--- config.mk ---
export PLATFORM = sky130hd
export DESIGN_NAME = uart_tx_sched
export DESIGN_NICKNAME = d
export VERILOG_FILES = /design/src/rtl/uart_tx_sched.sv
export SDC_FILE = /design/constraint.sdc
export NUM_CORES = 1
export LEC_CHECK = 0
export CAP_MARGIN = 20
export CORE_MARGIN = 3
export CORE_UTILIZATION = 45
export DETAILED_ROUTE_END_ITERATION = 10
export PLACE_DENSITY = 0.91
export RECOVER_POWER = 50
export REMOVE_ABC_BUFFERS = 1
export SYNTH_ARGS = -nofsm -noshare
export SYNTH_HDL_FRONTEND = slang
export SYNTH_SLANG_ARGS = --single-unit
--- constraint.sdc ---
create_clock -name clk -period 2 [get_ports clk]
set_input_delay 0.4 -clock clk [delete_from_list [all_inputs] [get_ports clk]]
set_output_delay 0.4 -clock clk [all_outputs]
set_load 0.03 [all_outputs]
--- src/rtl/uart_tx_sched.sv ---
// uart_tx_sched: frames bytes from N_REQ requesters onto a single uart_tx.
//
// Each frame is SYNC_BYTE, a header carrying the owner's index, the owner's
// payload bytes (passed straight through, zero latency), then an XOR checksum
// over the header and payload. Ownership is round-robin and a frame runs to
// completion before anyone else is considered. A frame that reaches MAX_LEN
// payload bytes without req_last is closed early and flagged with trunc. The
// rest of that message goes out in a later frame.
//
// Ports
//   clk        single clock
//   rst        asynchronous active-high reset, release synchronised internally
//   req_data   N_REQ packed bytes, requester i at [i*BITS_N +: BITS_N]
//   req_valid  per-requester byte valid
//   req_last   per-requester last-byte-of-message flag
//   req_ready  per-requester byte accepted (only the owner, only in PAYLOAD)
//   tx_data    byte to uart_tx
//   tx_valid   byte valid to uart_tx
//   tx_ready   uart_tx can accept a byte
//   grant_id   index of the requester owning the current frame
//   busy       high whenever a frame is in progress
//   trunc      one-cycle pulse when a frame was closed at MAX_LEN

// Per-requester handshake: the owner sees tx_ready during PAYLOAD, all
// other requesters see 0.
module uart_tx_sched_lane #(
  parameter int GW  = 2,
  parameter int IDX = 0
) (
  input  logic          sel,
  input  logic [GW-1:0] grant_id,
  input  logic          tx_ready,
  output logic          ready
);
  assign ready = sel && (grant_id == GW'(IDX)) && tx_ready;
endmodule

module uart_tx_sched #(
  parameter int                N_REQ     = 4,
  parameter int                BITS_N    = 8,
  parameter logic [BITS_N-1:0] SYNC_BYTE = 8'hA5,
  parameter int                MAX_LEN   = 16
) (
  input  logic                      clk,
  input  logic                      rst,
  input  logic [N_REQ*BITS_N-1:0]   req_data,
  input  logic [N_REQ-1:0]          req_valid,
  input  logic [N_REQ-1:0]          req_last,
  output logic [N_REQ-1:0]          req_ready,
  output logic [BITS_N-1:0]         tx_data,
  output logic                      tx_valid,
  input  logic                      tx_ready,
  output logic [$clog2(N_REQ)-1:0]  grant_id,
  output logic                      busy,
  output logic                      trunc
);

  localparam int          GW = $clog2(N_REQ);
  localparam int          LW = $clog2(MAX_LEN+1);
  localparam int unsigned NR = N_REQ;
  localparam logic [LW-1:0] LEN_MAX = LW'(MAX_LEN);

  typedef enum logic [2:0] {
    S_IDLE,
    S_SYNC,
    S_HDR,
    S_PAYLOAD,
    S_CSUM
  } state_t;

  state_t                     state, state_nxt;
  logic [1:0]                 rel_q;
  logic [GW-1:0]              rr_ptr;
  logic [BITS_N-1:0]          csum;
  logic [LW-1:0]              len;

  logic [N_REQ-1:0][BITS_N-1:0] req_bytes;
  logic [BITS_N-1:0]          g_data;
  logic                       g_valid;
  logic                       g_last;
  logic [BITS_N-1:0]          hdr_byte;
  logic [LW-1:0]              len_inc;
  logic                       len_hit;
  logic                       pay_xfer;
  logic                       pay_sel;
  logic                       arb_hit;
  logic [GW-1:0]              arb_idx;
  logic                       arb_go;

  // (base + off) mod N_REQ, valid for off < N_REQ.
  function automatic logic [GW-1:0] idx_wrap(input logic [GW-1:0] base,
                                             input int unsigned off);
    int unsigned s;
    s = 32'(base) + off;
    if (s >= NR) s = s - NR;
    return GW'(s);
  endfunction

  // Reset release is delayed two clk edges so arbitration never sees a
  // partially released design; assertion still takes effect immediately.
  always_ff @(posedge clk or posedge rst) begin
    if (rst) rel_q <= 2'b00;
    else     rel_q <= {rel_q[0], 1'b1};
  end

  // Owner's view of its request, selected by the registered grant.
  assign req_bytes = req_data;
  assign g_data    = req_bytes[grant_id];
  assign g_valid   = req_valid[grant_id];
  assign g_last    = req_last[grant_id];
  assign hdr_byte  = BITS_N'(grant_id);

  assign len_inc  = len + LW'(1);
  assign len_hit  = (len_inc == LEN_MAX);
  assign pay_xfer = (state == S_PAYLOAD) && g_valid && tx_ready;

  // Round-robin search: first valid requester at or after rr_ptr.
  always_comb begin
    arb_hit = 1'b0;
    arb_idx = '0;
    for (int unsigned k = 0; k < NR; k++) begin
      if (!arb_hit && req_valid[idx_wrap(rr_ptr, k)]) begin
        arb_hit = 1'b1;
        arb_idx = idx_wrap(rr_ptr, k);
      end
    end
  end

  assign arb_go = (state == S_IDLE) && rel_q[1] && arb_hit;

  // State register.
  always_ff @(posedge clk or posedge rst) begin
    if (rst) state <= S_IDLE;
    else     state <= state_nxt;
  end

  // Next-state logic.
  always_comb begin
    state_nxt = state;
    case (state)
      S_IDLE:    if (arb_go)   state_nxt = S_SYNC;
      S_SYNC:    if (tx_ready) state_nxt = S_HDR;
      S_HDR:     if (tx_ready) state_nxt = S_PAYLOAD;
      S_PAYLOAD: if (pay_xfer && (g_last || len_hit)) state_nxt = S_CSUM;
      S_CSUM:    if (tx_ready) state_nxt = S_IDLE;
      default:   state_nxt = S_IDLE;
    endcase
  end

  // Output logic. PAYLOAD is a pure pass-through of the owner's byte, so
  // tx stability during a stall there relies on the requester holding.
  always_comb begin
    tx_valid = 1'b0;
    tx_data  = '0;
    pay_sel  = 1'b0;
    case (state)
      S_SYNC: begin
        tx_valid = 1'b1;
        tx_data  = SYNC_BYTE;
      end
      S_HDR: begin
        tx_valid = 1'b1;
        tx_data  = hdr_byte;
      end
      S_PAYLOAD: begin
        tx_valid = g_valid;
        tx_data  = g_data;
        pay_sel  = 1'b1;
      end
      S_CSUM: begin
        tx_valid = 1'b1;
        tx_data  = csum;
      end
      default: ;
    endcase
  end

  assign busy = (state != S_IDLE);

  genvar gi;
  generate
    for (gi = 0; gi < N_REQ; gi++) begin : g_lane
      uart_tx_sched_lane #(.GW(GW), .IDX(gi)) u_lane (
        .sel      (pay_sel),
        .grant_id (grant_id),
        .tx_ready (tx_ready),
        .ready    (req_ready[gi])
      );
    end
  endgenerate

  // Frame datapath: owner, fairness pointer, running checksum, length.
  always_ff @(posedge clk or posedge rst) begin
    if (rst) begin
      grant_id <= '0;
      rr_ptr   <= '0;
      csum     <= '0;
      len      <= '0;
      trunc    <= 1'b0;
    end else begin
      trunc <= 1'b0;
      if (arb_go) grant_id <= arb_idx;
      if (state == S_HDR && tx_ready) begin
        csum <= hdr_byte;
        len  <= '0;
      end
      if (pay_xfer) begin
        csum  <= csum ^ g_data;
        len   <= len_inc;
        // Closed by length alone: the message continues in a later frame.
        trunc <= len_hit && !g_last;
      end
      if (state == S_CSUM && tx_ready) rr_ptr <= idx_wrap(grant_id, 1);
    end
  end

endmodule

Word level (Yosys, flattened, before mapping)
Index checks and enable logic that the tools add are counted.
{"block": "totals", "inputBits": 43, "elab_cells": 112, "output_inout_bits": 17, "reg_bits": 23}
{"block": "classes", "bitwise_logic": 1, "reduce_logical": 30, "mux": 41, "eq_ne": 13, "magnitude_cmp": 10, "n_addsub": 10}
{"op": "$pmux 8 s4", "n": 1}
{"op": "$mux 8", "n": 3}
{"op": "$logic_and 1x1->1", "n": 19}
{"op": "$mux 2", "n": 9}
{"op": "$bmux 8 s2", "n": 1}
{"op": "$lt 2x3->1 const B", "n": 5}
{"op": "$mux 3", "n": 5}
{"op": "$pmux 3 s5", "n": 1}
{"op": "$bmux 1 s2", "n": 6}
{"op": "$ge 3x3->1 const B", "n": 4}
{"op": "$mux 1", "n": 12}
{"op": "$mux 5", "n": 2}
{"op": "$sub 2x1->2 const B", "n": 5}
{"op": "$ne 2x2->1 const B", "n": 4}
{"op": "$xor 8x8->8", "n": 1}
{"op": "$add 2x1->3 const B", "n": 2}
{"op": "$add 2x2->3 const B", "n": 2}
{"op": "$eq 3x2->1 const B", "n": 2}
{"op": "$add 5x1->5 const B", "n": 1}
{"op": "$eq 5x5->1 const B", "n": 1}
{"op": "$reduce_and 5->1", "n": 1}
{"op": "$eq 2x2->1 const B", "n": 2}
{"op": "$logic_not 1->1", "n": 4}
{"op": "$eq 3x1->1 const B", "n": 1}
{"op": "11 further kinds", "n": 11}

Longest topological paths before layout
{"block": "depth", "word_depth": 17, "mapped_depth": 7, "depth_no_buf": 5}

Modules after synthesis
From an unflattened synthesis, not the netlist that was laid out.
{"block": "unflattened", "cells_unflattened": 172, "area_unflattened_um2": 1580.3}
{"module": "uart_tx_sched", "cells_per_inst": 168, "instances": 1, "seq_area_each_um2": 575.6, "area_each_um2": 1539.0}
{"module": "uart_tx_sched_lane at g_lane[1].u_lane ...", "cells_per_inst": 1, "instances": 2, "seq_area_each_um2": 0.0, "area_each_um2": 10.0}
{"module": "uart_tx_sched_lane at g_lane[0].u_lane", "cells_per_inst": 1, "instances": 1, "seq_area_each_um2": 0.0, "area_each_um2": 12.5}
{"module": "uart_tx_sched_lane at g_lane[3].u_lane", "cells_per_inst": 1, "instances": 1, "seq_area_each_um2": 0.0, "area_each_um2": 8.8}

Worst setup path after synthesis
Ideal clock, no wire load.
{"block": "synth_path", "path_kind": "register to output", "startpoint": "register grant_id[0]", "endpoint": "output tx_data[1]", "required_ns": 1.600, "stages_incl_launch_ff": 5, "path_slack_ns": -0.262, "t_arrival_ns": 1.862, "path_buffers": 1, "path_cell_list": "dfrtp_1 buf_6 mux4_2 mux2i_1 o21ai_0"}
{"block": "synth_via", "elab_chain_cells": 3}
{"element": "start, declared", "line": "53", "rtl": "output logic [$clog2(N_REQ)-1:0] grant_id,"}
{"element": "start signal, assigned", "line": "202", "rtl": "if (arb_go) grant_id <= arb_idx;"}
{"element": "$bmux 8 s2", "line": "108", "rtl": "assign g_data = req_bytes[grant_id];"}
{"element": "$mux 8 (implied by the code)", "line": "108"}
{"element": "$pmux 8 s4", "line": "156", "rtl": "case (state)"}
{"element": "end, declared", "line": "50", "rtl": "output logic [BITS_N-1:0] tx_data,"}
No other way between the ends. The select of a mux whose other input is x is not followed.

Worst setup path in the final report
{"block": "layout_path", "startpoint": "register grant_id[0]", "endpoint": "output tx_valid"}
{"block": "layout_via", "elab_chain_cells": 3}
{"element": "$bmux 1 s2", "line": "109", "rtl": "assign g_valid = req_valid[grant_id];"}
{"element": "$mux 1 (implied by the code)", "line": "109"}
{"element": "$pmux 1 s2", "line": "156"}
{"element": "end, declared", "line": "51", "rtl": "output logic tx_valid,"}
No other way between the ends. The select of a mux whose other input is x is not followed.

==> flow_metrics.tcl <==
set metrics [dict create \
    status "finished with violations" \
    violations "setup timing" \
    p_int_mw 2.06 \
    clk_pin_slew_ns 0.08 \
    whs_endpoint "rel_q[1]$_DFF_PP0_" \
    grt_util_all_layers_pct 23.6 \
    num_antenna_cells 0 \
    crit_fanout 3 \
    antenna_found_initial 0 \
    nFillCells 231 \
    wl_per_cell_um 16.4 \
    core-area_um2 3470 \
    timing.rr.end "state[2]$_DFFE_PP0P_" \
    drt_iter0_markers 99 \
    pwr-share-clk_pct 8.1 \
    placed_cells_incl_taps 297 \
    critPathKind "reg2out" \
    synth_warnings 0 \
    vias 1699 \
    viasPerCell 5.55 \
    numPortBuffers 59 \
    slowest_stage "mux4_2" \
    drive_gt1_share_pct 35.0 \
    cp.arrival_ns 1.85 \
    nNetsFinal 309 \
    rr_startpoint "grant_id[0]$_DFFE_PP0P_" \
    tritoncts "done" \
    firstDrtPassIters 4 \
    postCtsHoldBufs 0 \
    p_comb_share_pct 70.7 \
    dp_hpwl_mm 3.68 \
    finalInstanceArea_um2 2660 \
    mostFrequentLayoutCells "buf_4, clkdlybuf4s50_1, nand2_1, dfrtp_1, buf_6" \
    report.final.slew_viol_count 0 \
    final_cells 306 \
    ctsLongestPathBuffers 2 \
    worst_pin_slew_ns 1.25 \
    grt_setup_unrepaired "true" \
    clk_latency_ns 0.27 \
    power_switching_mw 1.62 \
    yosys_register_bits 23 \
    crit_top_cell "buf_6" \
    die_h_um 67.3 \
    crit_path_end_kind "output pin" \
    syn_area_um2 1690 \
    overflow 0 \
    ir_drop_mv 0.787 \
    grt_max_degree 24 \
    ant_nets 0 \
    gp_congestion 0.773 \
    netlist-cell-type-count 43 \
    clock.fmax_mhz 445 \
    cts_made_buffers 3 \
    cap_violations 0 \
    p_seq_share_pct 21.2 \
    grt_pass1_vias 1686 \
    min_path_cells 0 \
    clockRootBuffer "clkbuf_8" \
    die_w_um 67.3 \
    start_util_pct 48.8 \
    yosysTopAreaCellShare_pct 34.0 \
    cpPeakStageDelay_ns 0.49 \
    finalClockSkew_ns 0.00160 \
    synth_top_cell_by_area "dfrtp_1" \
    synth_edf_count 0 \
    area.growth.synth_to_final_pct 56.8 \
    routed_wl_mm 5.02 \
    yosysSeqAreaShare_pct 34.0 \
    fin_ws_ns -0.247 \
    grt_pass1_wl_mm 7.94 \
    tns_ns -1.60 \
    avgSynthCellArea_um2 9.96 \
    p_sw_share_pct 43.9 \
    final_common_cell "buf_4" \
    ys_dominant_reg_cell "dfrtp_1" \
    preCtsSetupSlack_ns -0.748 \
    hp-start "rel_q[0]$_DFF_PP0_" \
    cp_cell_sequence "buf_6, mux4_2, and2b_1, o21ai_2, and3_4, buf_6" \
    power_density_nw_per_um2 1390 \
    setup_viol 12 \
    p_leak_nw 1.21 \
    synth_cells 170 \
    timing.reg2reg.setup_slack_ns 0.13 \
    worstPathRequired_ns 1.60 \
    pin_count 60 \
    dpl_cell_area_um2 2520 \
    hold_viol 0 \
    cts_num_sinks 23 \
    rows 21 \
    max_slew_margin_pct 16.7 \
    die_area_um2 4530 \
    post-route-min-period_ns 2.25 \
    hp-class "reg2reg" \
    start_kind "flop" \
    synth.area.top_cells "dfrtp_1, mux4_2, mux2i_1, nand2_1, ha_1" \
    drc_errors 0 \
    fin_crit_sh_pct 112 \
    startpoint "grant_id[0]$_DFFE_PP0P_" \
    h-tree-depth 1 \
    synth-async-reset-ratio_pct 100 \
    reg2regPathDepth 5 \
]
[critical path, delay by kind of cell, from the launching register on]
kind | cells | cell delay, ns
AND/OR/NAND/NOR | 2 | 0.40
flip-flops | 1 | 0.39
buffers and inverters | 2 | 0.23
AO/OA/AOI/OAI | 1 | 0.06
multiplexers | 1 | 0.49
[power groups by stage]
stage | Sequential, mW | Combinational [mW] | Clock [mW]
floorplan | 0.876 | 1.18 | 0
global placement | 0.779 | 2.28 | 0
detailed placement | 0.786 | 2.34 | 0
CTS | 0.769 | 2.53 | 0.300
global route | 0.800 | 2.77 | 0.322
finish | 0.781 | 2.60 | 0.299
[cells in the mapped netlist, drive strengths merged (5+ instances only)]
cell     n
a21oi    7
and2     6
buf      9
clkbuf   5
dfrtp   23
ha       5
inv      5
mux2i   11
mux4    10
nand2   29
nand2b   5
nand3    5
o21ai   11
[what timing repair did]
action,in CTS,in global routing
setup buffers,3,2
endpoints found under the setup margin,14,13
resized for setup,87,12
cloned,1,0
pin swaps,1,5
[layout make-up]
type | count | area, µm² | area share, %
clock buffer | 3 | 41.3 | 1.56
clock inverter | 1 | 5.00 | 0.189
inverter | 5 | 21.3 | 0.801
multi-input combinational | 128 | 1030 | 38.9
sequential | 23 | 579 | 21.8
tap | 46 | 57.6 | 2.17
timing repair buffer | 100 | 918 | 34.6
[registers in the layout, indices dropped and copies added (netlist names)]
signal    flops
state         3
rel_q         2
rr_ptr        2
csum          8
len           5
trunc         1
grant_id      2
[kinds of logic (layout without fill, tap and decap cells)]
group / after synthesis / after routing / share of synthesized area (%)
AOI/OAI and AO/OA: 39 / 39 / 15.7
xor gates and xnor gates: 2 / 2 / 1.03
adders and majority gates: 5 / 5 / 3.70
buffers and inverters: 19 / 109 / 6.21
DFF: 23 / 23 / 34.0
muxes: 22 / 22 / 20.9
other: 1 / 1 / 0.222
and+or+nand+nor: 59 / 59 / 18.2
[layer usage]
metal | GRT usage [%] | up-vias | wire [µm]
met3 | 3.00 | 7 | 250
met4 | 8.10 | 0 | 79
li1 | - | 798 | -
met1 | 30.7 | 832 | 2110
met5 | 0 | - | 0
met2 | 40.4 | 62 | 2590
[stage by stage]
step / power [mW] / utilization, % / hold slack, ns
CTS: 3.60 / 75.8 / 0.357
floorplan: 2.05 / - / 0.331
global placement: 3.05 / 72.8 / 0.333
global route: 3.89 / 76.6 / 0.375
finish: 3.68 / 76.6 / 0.356
detailed placement: 3.12 / 72.8 / 0.339
[worst max path at each step]
stage                     endpoint  cells after the start
after floorplan           tx_valid                      4
after global placement    tx_valid                      6
after detailed placement  tx_valid                      6
after CTS                 tx_valid                      6
after global routing      tx_valid                      6
final                     tx_valid                      6
(Power assumes the default switching activity.)
